`config.mk`:
```
export PLATFORM = sky130hd
export DESIGN_NAME = qf100_spi_flash_master
export DESIGN_NICKNAME = d
export VERILOG_FILES = /design/src/rtl/qf100_spi_pkg.sv /design/src/rtl/qf100_spi_sclk_gen.sv /design/src/rtl/qf100_spi_flash_master.sv
export SDC_FILE = /design/constraint.sdc
export NUM_CORES = 1
export LEC_CHECK = 0
export ABC_CLOCK_PERIOD_IN_PS = 3100
export BUFFER_PORTS_ARGS = -buffer_cell sky130_fd_sc_hd__buf_2
export CAP_MARGIN = 10
export CORE_MARGIN = 2
export CORE_UTILIZATION = 45
export CTS_CLUSTER_DIAMETER = 150
export DETAILED_ROUTE_END_ITERATION = 7
export GPL_ROUTABILITY_DRIVEN = 0
export PLACE_DENSITY = 0.66
export SYNTH_ARGS = -nofsm -noshare
export SYNTH_HDL_FRONTEND = slang
export SYNTH_HIERARCHICAL = 1
export SYNTH_SLANG_ARGS = --single-unit
```
`constraint.sdc`:
```
create_clock -name CLK -period 3.1 [get_ports CLK]
set_input_delay 0.62 -clock CLK [delete_from_list [all_inputs] [get_ports CLK]]
set_output_delay 0.62 -clock CLK [all_outputs]
set_load 0.01 [all_outputs]
```
`src/rtl/qf100_spi_pkg.sv`:
```
// Shared constants and state type for the QF100 SPI flash read master.
// Build option QF100_SPI_FLASH_SEQ_EN adds the SEQ_IDLE continuation state.
package qf100_spi_pkg;

  localparam logic [7:0] READ_CMD  = 8'h03;
  localparam int         CMD_BITS  = 8;
  localparam int         ADDR_BITS = 24;
  localparam int         DATA_BITS = 32;
  localparam int         XFER_BITS = CMD_BITS + ADDR_BITS + DATA_BITS;

  localparam logic [5:0] LAST_CMD_BIT   = 6'(CMD_BITS - 1);
  localparam logic [5:0] LAST_ADDR_BIT  = 6'(CMD_BITS + ADDR_BITS - 1);
  localparam logic [5:0] FIRST_DATA_BIT = 6'(CMD_BITS + ADDR_BITS);
  localparam logic [5:0] LAST_BIT       = 6'(XFER_BITS - 1);

  typedef enum logic [2:0] {
    ST_IDLE,
    ST_CMD,
    ST_ADDR,
    ST_DATA,
    ST_DESEL
`ifdef QF100_SPI_FLASH_SEQ_EN
    , ST_SEQ_IDLE
`endif
  } state_e;

  // Word address of the following fetch; wraps the same way the flash does.
  function automatic logic [21:0] next_word(input logic [21:0] w);
    return w + 22'd1;
  endfunction

endpackage

```
`src/rtl/qf100_spi_sclk_gen.sv`:
```
// SCLK generator: CLK_DIV cycles low then CLK_DIV cycles high while enabled.
// rise_o/fall_o flag the CLK edge at which SCLK toggles; skip_i starts a run one low cycle in.
module qf100_spi_sclk_gen #(
  parameter int CLK_DIV = 2
) (
  input  logic clk_i,
  input  logic rst_ni,
  input  logic en_i,
  input  logic skip_i,
  output logic sclk_o,
  output logic rise_o,
  output logic fall_o
);

  logic [3:0] cnt_q;
  logic       sclk_q;
  logic       active;
  logic       last;

  assign active = en_i | skip_i;
  assign last   = (cnt_q == 4'(CLK_DIV - 1));
  assign rise_o = active & last & ~sclk_q;
  assign fall_o = active & last & sclk_q;
  assign sclk_o = sclk_q;

  always_ff @(posedge clk_i or negedge rst_ni) begin
    if (!rst_ni) begin
      cnt_q  <= '0;
      sclk_q <= 1'b0;
    end else if (!active) begin
      cnt_q  <= '0;
      sclk_q <= 1'b0;
    end else if (last) begin
      cnt_q  <= '0;
      sclk_q <= ~sclk_q;
    end else begin
      cnt_q  <= cnt_q + 4'd1;
    end
  end

endmodule

```
`src/rtl/qf100_spi_flash_master.sv`:
```
// SPI mode-0 flash word-fetch master issuing 0x03 READ; one 32-bit little-endian word per request.
// Build option QF100_SPI_FLASH_SEQ_EN keeps CSB low after a fetch so the next sequential word skips CMD/ADDR.
module qf100_spi_flash_master #(
  parameter int CLK_DIV  = 2,
  parameter int CSB_HIGH = 4
) (
  input  logic        CLK,
  input  logic        RST_N,
  input  logic        req_valid,
  output logic        req_ready,
  input  logic [23:0] req_addr,
  output logic        rsp_valid,
  output logic [31:0] rsp_data,
  output logic        spi_csb,
  output logic        spi_sclk,
  output logic        spi_mosi,
  input  logic        spi_miso
);
  import qf100_spi_pkg::*;

  state_e      state_q;
  logic [63:0] shreg_q;
  logic [5:0]  bit_q;
  logic [5:0]  bit_d;
  logic [6:0]  asm_q;
  logic [7:0]  desel_q;
  logic        req_ready_q;
  logic        rsp_valid_q;
  logic        csb_q;
  logic [31:0] rsp_data_q;

  logic        sclk;
  logic        rise;
  logic        fall;
  logic        xfer;
  logic        accept;
  logic        seq_hit;
  logic        sample;
  logic [5:0]  sample_bit;
  logic [7:0]  byte_d;
  logic        unused_addr_lsb;

  // Byte-offset bits never reach the wire: fetches are always word aligned.
  assign unused_addr_lsb = ^req_addr[1:0];

`ifdef QF100_SPI_FLASH_SEQ_EN
  logic [21:0] addr_q;
  logic [21:0] next_q;
  logic        pend_q;

  assign seq_hit = (state_q == ST_SEQ_IDLE) && accept && (req_addr[23:2] == next_q);
`else
  assign seq_hit = 1'b0;
`endif

  assign xfer       = (state_q == ST_CMD) || (state_q == ST_ADDR) || (state_q == ST_DATA);
  assign accept     = req_valid & req_ready_q;
  assign sample     = rise & ((state_q == ST_DATA) | seq_hit);
  assign sample_bit = seq_hit ? FIRST_DATA_BIT : bit_q;
  assign byte_d     = {asm_q, spi_miso};
  assign bit_d      = bit_q + 6'd1;

  qf100_spi_sclk_gen #(
    .CLK_DIV(CLK_DIV)
  ) u_sclk_gen (
    .clk_i (CLK),
    .rst_ni(RST_N),
    .en_i  (xfer),
    .skip_i(seq_hit),
    .sclk_o(sclk),
    .rise_o(rise),
    .fall_o(fall)
  );

  always_ff @(posedge CLK or negedge RST_N) begin
    if (!RST_N) begin
      state_q     <= ST_IDLE;
      shreg_q     <= '0;
      bit_q       <= '0;
      asm_q       <= '0;
      desel_q     <= '0;
      req_ready_q <= 1'b0;
      rsp_valid_q <= 1'b0;
      csb_q       <= 1'b1;
      rsp_data_q  <= '0;
`ifdef QF100_SPI_FLASH_SEQ_EN
      addr_q      <= '0;
      next_q      <= '0;
      pend_q      <= 1'b0;
`endif
    end else begin
      rsp_valid_q <= 1'b0;

      // A sequential hit with CLK_DIV=1 takes its first sample on the accept edge itself.
      if (sample) begin
        asm_q <= byte_d[6:0];
        if (sample_bit[2:0] == 3'd7) begin
          rsp_data_q[{sample_bit[4:3], 3'b000} +: 8] <= byte_d;
        end
      end

      case (state_q)
        ST_IDLE: begin
          req_ready_q <= 1'b1;
          if (accept) begin
            req_ready_q <= 1'b0;
            csb_q       <= 1'b0;
            bit_q       <= '0;
            shreg_q     <= {READ_CMD, req_addr[23:2], 2'b00, 32'h0};
            state_q     <= ST_CMD;
`ifdef QF100_SPI_FLASH_SEQ_EN
            addr_q      <= req_addr[23:2];
`endif
          end
        end

        ST_CMD, ST_ADDR, ST_DATA: begin
          if (fall) begin
            shreg_q <= {shreg_q[62:0], 1'b0};
            bit_q   <= bit_d;
            if (bit_q == LAST_CMD_BIT)  state_q <= ST_ADDR;
            if (bit_q == LAST_ADDR_BIT) state_q <= ST_DATA;
            if (bit_q == LAST_BIT) begin
              rsp_valid_q <= 1'b1;
`ifdef QF100_SPI_FLASH_SEQ_EN
              state_q     <= ST_SEQ_IDLE;
              req_ready_q <= 1'b1;
              next_q      <= next_word(addr_q);
`else
              state_q     <= ST_DESEL;
              csb_q       <= 1'b1;
              desel_q     <= 8'(CSB_HIGH);
`endif
            end
          end
        end

        ST_DESEL: begin
          if (desel_q != 8'd0) begin
            desel_q <= desel_q - 8'd1;
`ifdef QF100_SPI_FLASH_SEQ_EN
          end else if (pend_q) begin
            pend_q  <= 1'b0;
            csb_q   <= 1'b0;
            bit_q   <= '0;
            shreg_q <= {READ_CMD, addr_q, 2'b00, 32'h0};
            state_q <= ST_CMD;
`endif
          end else begin
            state_q     <= ST_IDLE;
            req_ready_q <= 1'b1;
          end
        end

`ifdef QF100_SPI_FLASH_SEQ_EN
        // The flash is still streaming; a hit resumes clocking at the next data bit.
        ST_SEQ_IDLE: begin
          if (accept) begin
            req_ready_q <= 1'b0;
            addr_q      <= req_addr[23:2];
            if (seq_hit) begin
              bit_q   <= FIRST_DATA_BIT;
              state_q <= ST_DATA;
            end else begin
              csb_q   <= 1'b1;
              desel_q <= 8'(CSB_HIGH - 1);
              pend_q  <= 1'b1;
              state_q <= ST_DESEL;
            end
          end
        end
`endif

        default: state_q <= ST_IDLE;
      endcase
    end
  end

  assign req_ready = req_ready_q;
  assign rsp_valid = rsp_valid_q;
  assign rsp_data  = rsp_data_q;
  assign spi_csb   = csb_q;
  assign spi_sclk  = sclk;
  assign spi_mosi  = shreg_q[63];

endmodule

```
* Word level (Yosys, flattened, before mapping)
Index checks and enable logic that the tools add are counted.
** Cells by class
- Add/sub/neg operators :: 4
- $mul :: 0
- Div/mod/pow operators :: 0
- Magnitude comparators :: 0
- Eq/ne operators :: 16
- Shifts and indexed selects :: 2
- Muxes and demuxes :: 32
- Bitwise operators :: 6
- Reduce and logical (&&, ||, !) cells :: 14
** Operators with widths (number)
- 64-bit two-way mux :: 2
- 64-bit one-hot mux with 2 select lines :: 1
- 32-bit bitwise mux :: 1
- 8-bit by 7-bit variable shift with 32-bit output, first input constant :: 1
- 8-bit by 7-bit indexed part select with 32-bit output :: 1
- 8-bit two-way mux :: 3
- 3-bit two-way mux :: 6
- 8-bit one-hot mux with 2 select lines :: 1
- 6-bit two-way mux :: 2
- 2-bit inequality test, second input constant :: 6
- 6-bit one-hot mux with 2 select lines :: 1
- 4-bit AND reduction :: 3
- 1-bit two-way mux :: 10
- 3-bit one-hot mux with 3 select lines :: 1
- 4-bit two-way mux :: 2
- 8-bit nonzero test :: 1
- 8-bit by 1-bit subtractor with 8-bit output, second input constant :: 1
- 5-bit negator with 7-bit output :: 1
- 6-bit by 1-bit adder with 6-bit output, second input constant :: 1
- 3-bit by 2-bit == test with 1-bit output, second input constant :: 2
- 3-bit == test, second input constant :: 2
- 6-bit by 3-bit == test with 1-bit output, second input constant :: 1
- 6-bit by 5-bit == test with 1-bit output, second input constant :: 1
- 6-bit == test, second input constant :: 1
- other kinds (13) :: 22
** Storage, ports and cells
- Flip-flop bits (word level) :: 128
- Latch bits :: 0
- Bits in writable memories :: 0
- Bits in read-only memories :: 0
- Input bits :: 28
- Word-level logic and storage cells :: 85
- Memories :: 0

* Logic depth before layout (Yosys ltp)
- Depth after elaboration :: 7
- Depth in mapped cells :: 11
- Mapped depth without buffers :: 10

* By module
Netlist, hierarchy kept.
** Modules (own cells, without submodules)
- qf100_spi_flash_master :: instances 1, cells an instance 418, area each 3927.5 sq um, sequential area each 2228.4 sq um
- qf100_spi_sclk_gen :: instances 1, cells an instance 23, area each 257.7 sq um, sequential area each 125.1 sq um

* Worst setup path after synthesis
No wires, ideal clock.
- Path type :: flip-flop to flip-flop
- Start point :: register state_q[1]
- End point :: register bit_q[4]
- Data arrival time :: 2512 ps
- Slack :: 477 ps
- Cell stages (with the launch flop) :: 12
- Buffers on the path :: 2
- Period minus slack after synthesis :: 2623 ps
- Cells stage by stage :: dfrtp_1 nor2_1 or2_0 inv_1 buf_2 nor2_1 and3b_1 o21ai_1 a21o_1 clkbuf_1 o21ai_0 o41ai_1
** Between the ends
- Cells in the longest elaborated chain, start to end :: 7
- Elaborated cells between the ends (all ways) :: 14
** RTL lines
- from (decl) :: line qf100_spi_flash_master.sv:21 : state_e state_q;
- from (signal assigned) :: line qf100_spi_flash_master.sv:77 : state_q <= ST_IDLE;
- from (signal assigned) :: line qf100_spi_flash_master.sv:110 : state_q <= ST_CMD;
- from (signal assigned) :: line qf100_spi_flash_master.sv:121 : if (bit_q == LAST_CMD_BIT) state_q <= ST_ADDR;
- 3-bit by 1-bit == test with 1-bit output / 3-bit by 2-bit == test with 1-bit output (equally long branches) :: line qf100_spi_flash_master.sv:56 : assign xfer = (state_q == ST_CMD) || (state_q == ST_ADDR) || (state_q == ST_DATA);
- 1-bit logical OR :: line qf100_spi_flash_master.sv:56
- 1-bit logical OR (*) :: line qf100_spi_flash_master.sv:56
- named net xfer :: line qf100_spi_flash_master.sv:35 : logic xfer;
- 1-bit AND (*) (2 in series) :: line qf100_spi_sclk_gen.sv:23 : assign fall_o = active & last & sclk_q;
- named net fall :: line qf100_spi_flash_master.sv:34 : logic fall;
- 2-bit inequality test (no line) (*)
- 3-bit AND reduction (no line) (*)
- to (signal assigned) :: line qf100_spi_flash_master.sv:120 : bit_q <= bit_d;
- to (decl) :: line qf100_spi_flash_master.sv:23 : logic [5:0] bit_q;
The timed path passes the listed nets; every way through them passes the cells marked *.
A chain may end at the register's enable or synchronous reset.

* Worst setup path after layout
- Start point :: register state_q[0]
- End point :: register state_q[0]
** Between the ends
- Cells in the longest elaborated chain, start to end :: 7
- Elaborated cells between the ends (all ways) :: 16
** RTL lines (line)
- 3-bit by 1-bit == test with 1-bit output / 3-bit by 2-bit == test with 1-bit output (equally long branches) :: qf100_spi_flash_master.sv:56
- 1-bit logical OR :: qf100_spi_flash_master.sv:56
- 1-bit logical OR (*) :: qf100_spi_flash_master.sv:56
- 1-bit AND (*) (2 in series) :: qf100_spi_sclk_gen.sv:23
- named net fall :: qf100_spi_flash_master.sv:34
- 2-bit inequality test (no line) (*)
- 4-bit AND reduction (no line) (*)
Marked as above.

==> results by group <==
Routing
  • Drt total wl: 8300 um
  • Vias/cell: slightly above 5
  • Drt pass-1 iters: 4
  • Vias: around 3200
  • DR DRC count: 0
  • Initial DRC count: approximately 130
  • DRT antenna net count: 0
  • Wire per inst: roughly 13 um

Critical path
  • CP startpoint kind: flop
  • Crit Path Class: reg -> reg
  • Worst-path maximum fanout: 46
  • Kind of end point of the critical path: flop
  • R2R depth: 9
  • Critical R2R Capture: state_q[0]
  • R2R setup slack: 0.44 ns
  • Critical path data required time: 3.38 ns
  • Arrival time worst endpoint: ~2.9 ns
  • Reg2reg start: state_q[0]

Final layout
  • Most frequent cells in the layout: nand2_1 (130), dfrtp_1 (93), buf_2 (61)
  • Design Area, Final: approximately 4900 um2
  • Area grow syn2layout: 16.0%
  • Share of layout cells above drive strength 1: between 10% and 20%
  • Cell Count, Final, Fillers Out: between 600 and 700
  • Register area: about 2400 um2
  • Multi-input gate area: roughly 1700 um2
  • Fill cell count: between 800 and 900
  • Nets: around 540
  • Commonest non-fill, non-tap cell in the layout: nand2_1
  • Final Core Density: between 50% and 60%
  • Inserted Diodes: 0

Logic synthesis
  • Syn Inst Count: between 400 and 500
  • Post-Syn Nets: 480
  • Largest family of logic cells by synthesized area: simple AND/OR/NAND/NOR gates
  • Synth unique cells: 52
  • Synth Register Bits: 94
  • Multiplexer share of the synthesized area: less than 1%
  • Adder-cell share of the synthesized area: ~3.3%
  • Syn avg cell area: around 9.5 um2
  • Ys async rst share: 100%
  • Post-synthesis simple-gate area fraction: between 20% and 30%
  • Post-Synth XOR/XNOR Area: 1.05%
  • Compound-Gate Fraction of Synth Area: between 10 and 15%
  • Post-synth EDFFs: 0
  • Register area share after synthesis: 56.2%
  • Post-Syn Area: between 4000 and 5000 um2
  • Warnings, synthesis: 6
  • Primary FF master, synth: dfrtp_1

CTS
  • Clk buf depth: 2
  • Root buffer cell: clkbuf_8
  • CTS H-tree lvls: 3
  • Later-pin clock latency in the skew report: roughly 0.36 ns
  • TritonCTS Buffers: 9
  • CTS sink count: 94
  • Post_cts resized: 0
  • CTS Hold Bufs: 0
  • CTS tree: done
  • Clk slew on worst S/H paths: about 0.10 ns
  • Setup Fix Bufs, Post-CTS: 0

STA
  • Max Clock Freq: 0.376 GHz
  • RSZ-0062 raised after global routing: false
  • Max-slew headroom: roughly a third
  • Post-route minimum period: roughly 2.7 ns
  • Setup TNS: 0 ns
  • Least-Margin Pin Slew: 1.01 ns
  • Setup-failing EPs final: 0
  • Worst hold slack: approximately 0.3 ns
  • Final Hold Viols: 0
  • Tcrit/Tclk final: between 80 and 90%
  • Clock skew: roughly 0.014 ns
  • Max-slew violation count: 0

Global route
  • Initial antenna violation count: 0
  • Vias in the first global route: 3057
  • All-layer global routing usage: about 18%
  • Largest net degree at the start of global routing: 56
  • First-pass GRT wire length: approximately 14000 um
  • GRT Residual Overflow: 0

Power and ir drop
  • Power share of the clock group: between 20% and 30%
  • P_int: ~2200 uW
  • Pwr dens: ~660 nW/um2
  • Leak: ~0.0025 uW
  • Switching share of power: a little under a third
  • VDD IR-drop max: approximately 0.33 mV
  • Switch Pwr: between 900 and 1000 uW
  • Gate power share: between 20 and 25%
  • Sequential power share: between 50% and 60%

Run status
  • Status: finished, final reports clean

Min path
  • Worst min path class: in -> async

Floorplanning
  • Core area: approximately 9200 um2
  • Die height: roughly 100 um
  • Die area: 10100 um2
  • Chip width: approximately 100 um
  • I/O pin cnt: 65
  • Num rows: 35
  • Initial Utilization: 45.7%

Placed design
  • Placed cells: slightly above 600
  • DP Area: about 4600 um2
  • Number of I/O port buffers: 62
  • Hpwl dp: between 5000 and 6000 um

Job
  • Max Cap Viol: 0
==> synthesized netlist by cell type, types with 2 or more instances <==
cell	number	area share [%]
nor2_1	33	3.0
o21ai_0	13	1.6
ha_1	11	3.3
inv_1	10	0.90
buf_2	6	0.72
nor4_1	2	0.30
o22a_1	2	0.42
clkbuf_1	9	0.81
a31oi_1	21	3.1
a22o_1	9	1.9
xnor2_1	4	0.84
nor3_1	5	0.60
nor3b_1	4	0.72
nand2b_1	3	0.45
and3_1	3	0.45
mux2i_1	2	0.48
nand3_1	33	3.9
nand2_1	130	12
or3_1	5	0.75
a21o_1	4	0.72
a21oi_1	9	1.1
dfrtp_1	93	56
==> critical path, cell delays in order, from the launching register on <==
cell and delay [ns]:
dfrtp_1 0.46, nor2_1 0.08, or2_0 0.22, inv_1 0.09, nor2_1 0.10, and3b_1 0.28, o21ai_1 0.19, a21oi_4 0.84
o21ai_0 0.22, o21ai_0 0.12
==> routing by layer <==
layer / global-route usage, % / routed length [um] / up-vias
met2: 28.4 / 3820 / 65
li1: - / - / 1627
met4: 6.95 / 157 / 0
met1: 24.1 / 4070 / 1510
met3: 2.65 / 256 / 11
met5: 0 / 0 / -
==> kinds of logic (layout without fill, tap and decap cells) <==
logic type | count (synthesis) | count (layout)
adders and majority gates | 11 | 11
xor gates and xnor gates | 5 | 5
muxes | 2 | 2
and+or+nand+nor | 233 | 233
AOI/OAI and AO/OA | 68 | 68
buffers and inverters | 27 | 95
DFF | 94 | 94
other | 1 | 1
==> state kept, by name (all words and copies together) (netlist names) <==
signal	cells
asm_q	7
bit_q	6
desel_q	8
req_ready	1
rsp_data	32
rsp_valid	1
shreg_q	30
spi_csb	1
state_q	3
u_sclk_gen/cnt_q	4
u_sclk_gen/sclk_o	1
==> area by class of cell <==
type | instances | area share, %
clock inverters | 5 | 1.73
multi-input cells | 320 | 35.6
clock buffers | 10 | 2.63
flip-flops and latches | 94 | 48.5
well taps | 111 | 2.86
repair buffers | 69 | 7.79
inverters | 11 | 0.902
==> power by group through the flow <==
stage                     logic, uW  clock network, uW  registers [uW]
after global routing            842                948            1640
after global placement          699                  0            1620
after floorplan                 559                  0            1600
final                           716                884            1610
after detailed placement        725                  0            1630
after CTS                       729                904            1610
==> per-stage QoR <==
stage	worst slack, ns	power [uW]
floorplan	0.477	2160
global placement	0.487	2320
detailed placement	0.443	2360
CTS	0.415	3240
global route	0.100	3430
finish	0.438	3210
==> how the worst max path moves through the flow <==
stage / start / endpoint / cells past startpoint
after CTS: state_q[0] / state_q[0] / 9
after floorplan: state_q[1] / bit_q[4] / 11
after detailed placement: state_q[0] / state_q[0] / 9
final: state_q[0] / state_q[0] / 9
after global routing: state_q[0] / state_q[0] / 9
after global placement: state_q[0] / state_q[0] / 9
Power figures use the tool's default switching activity.
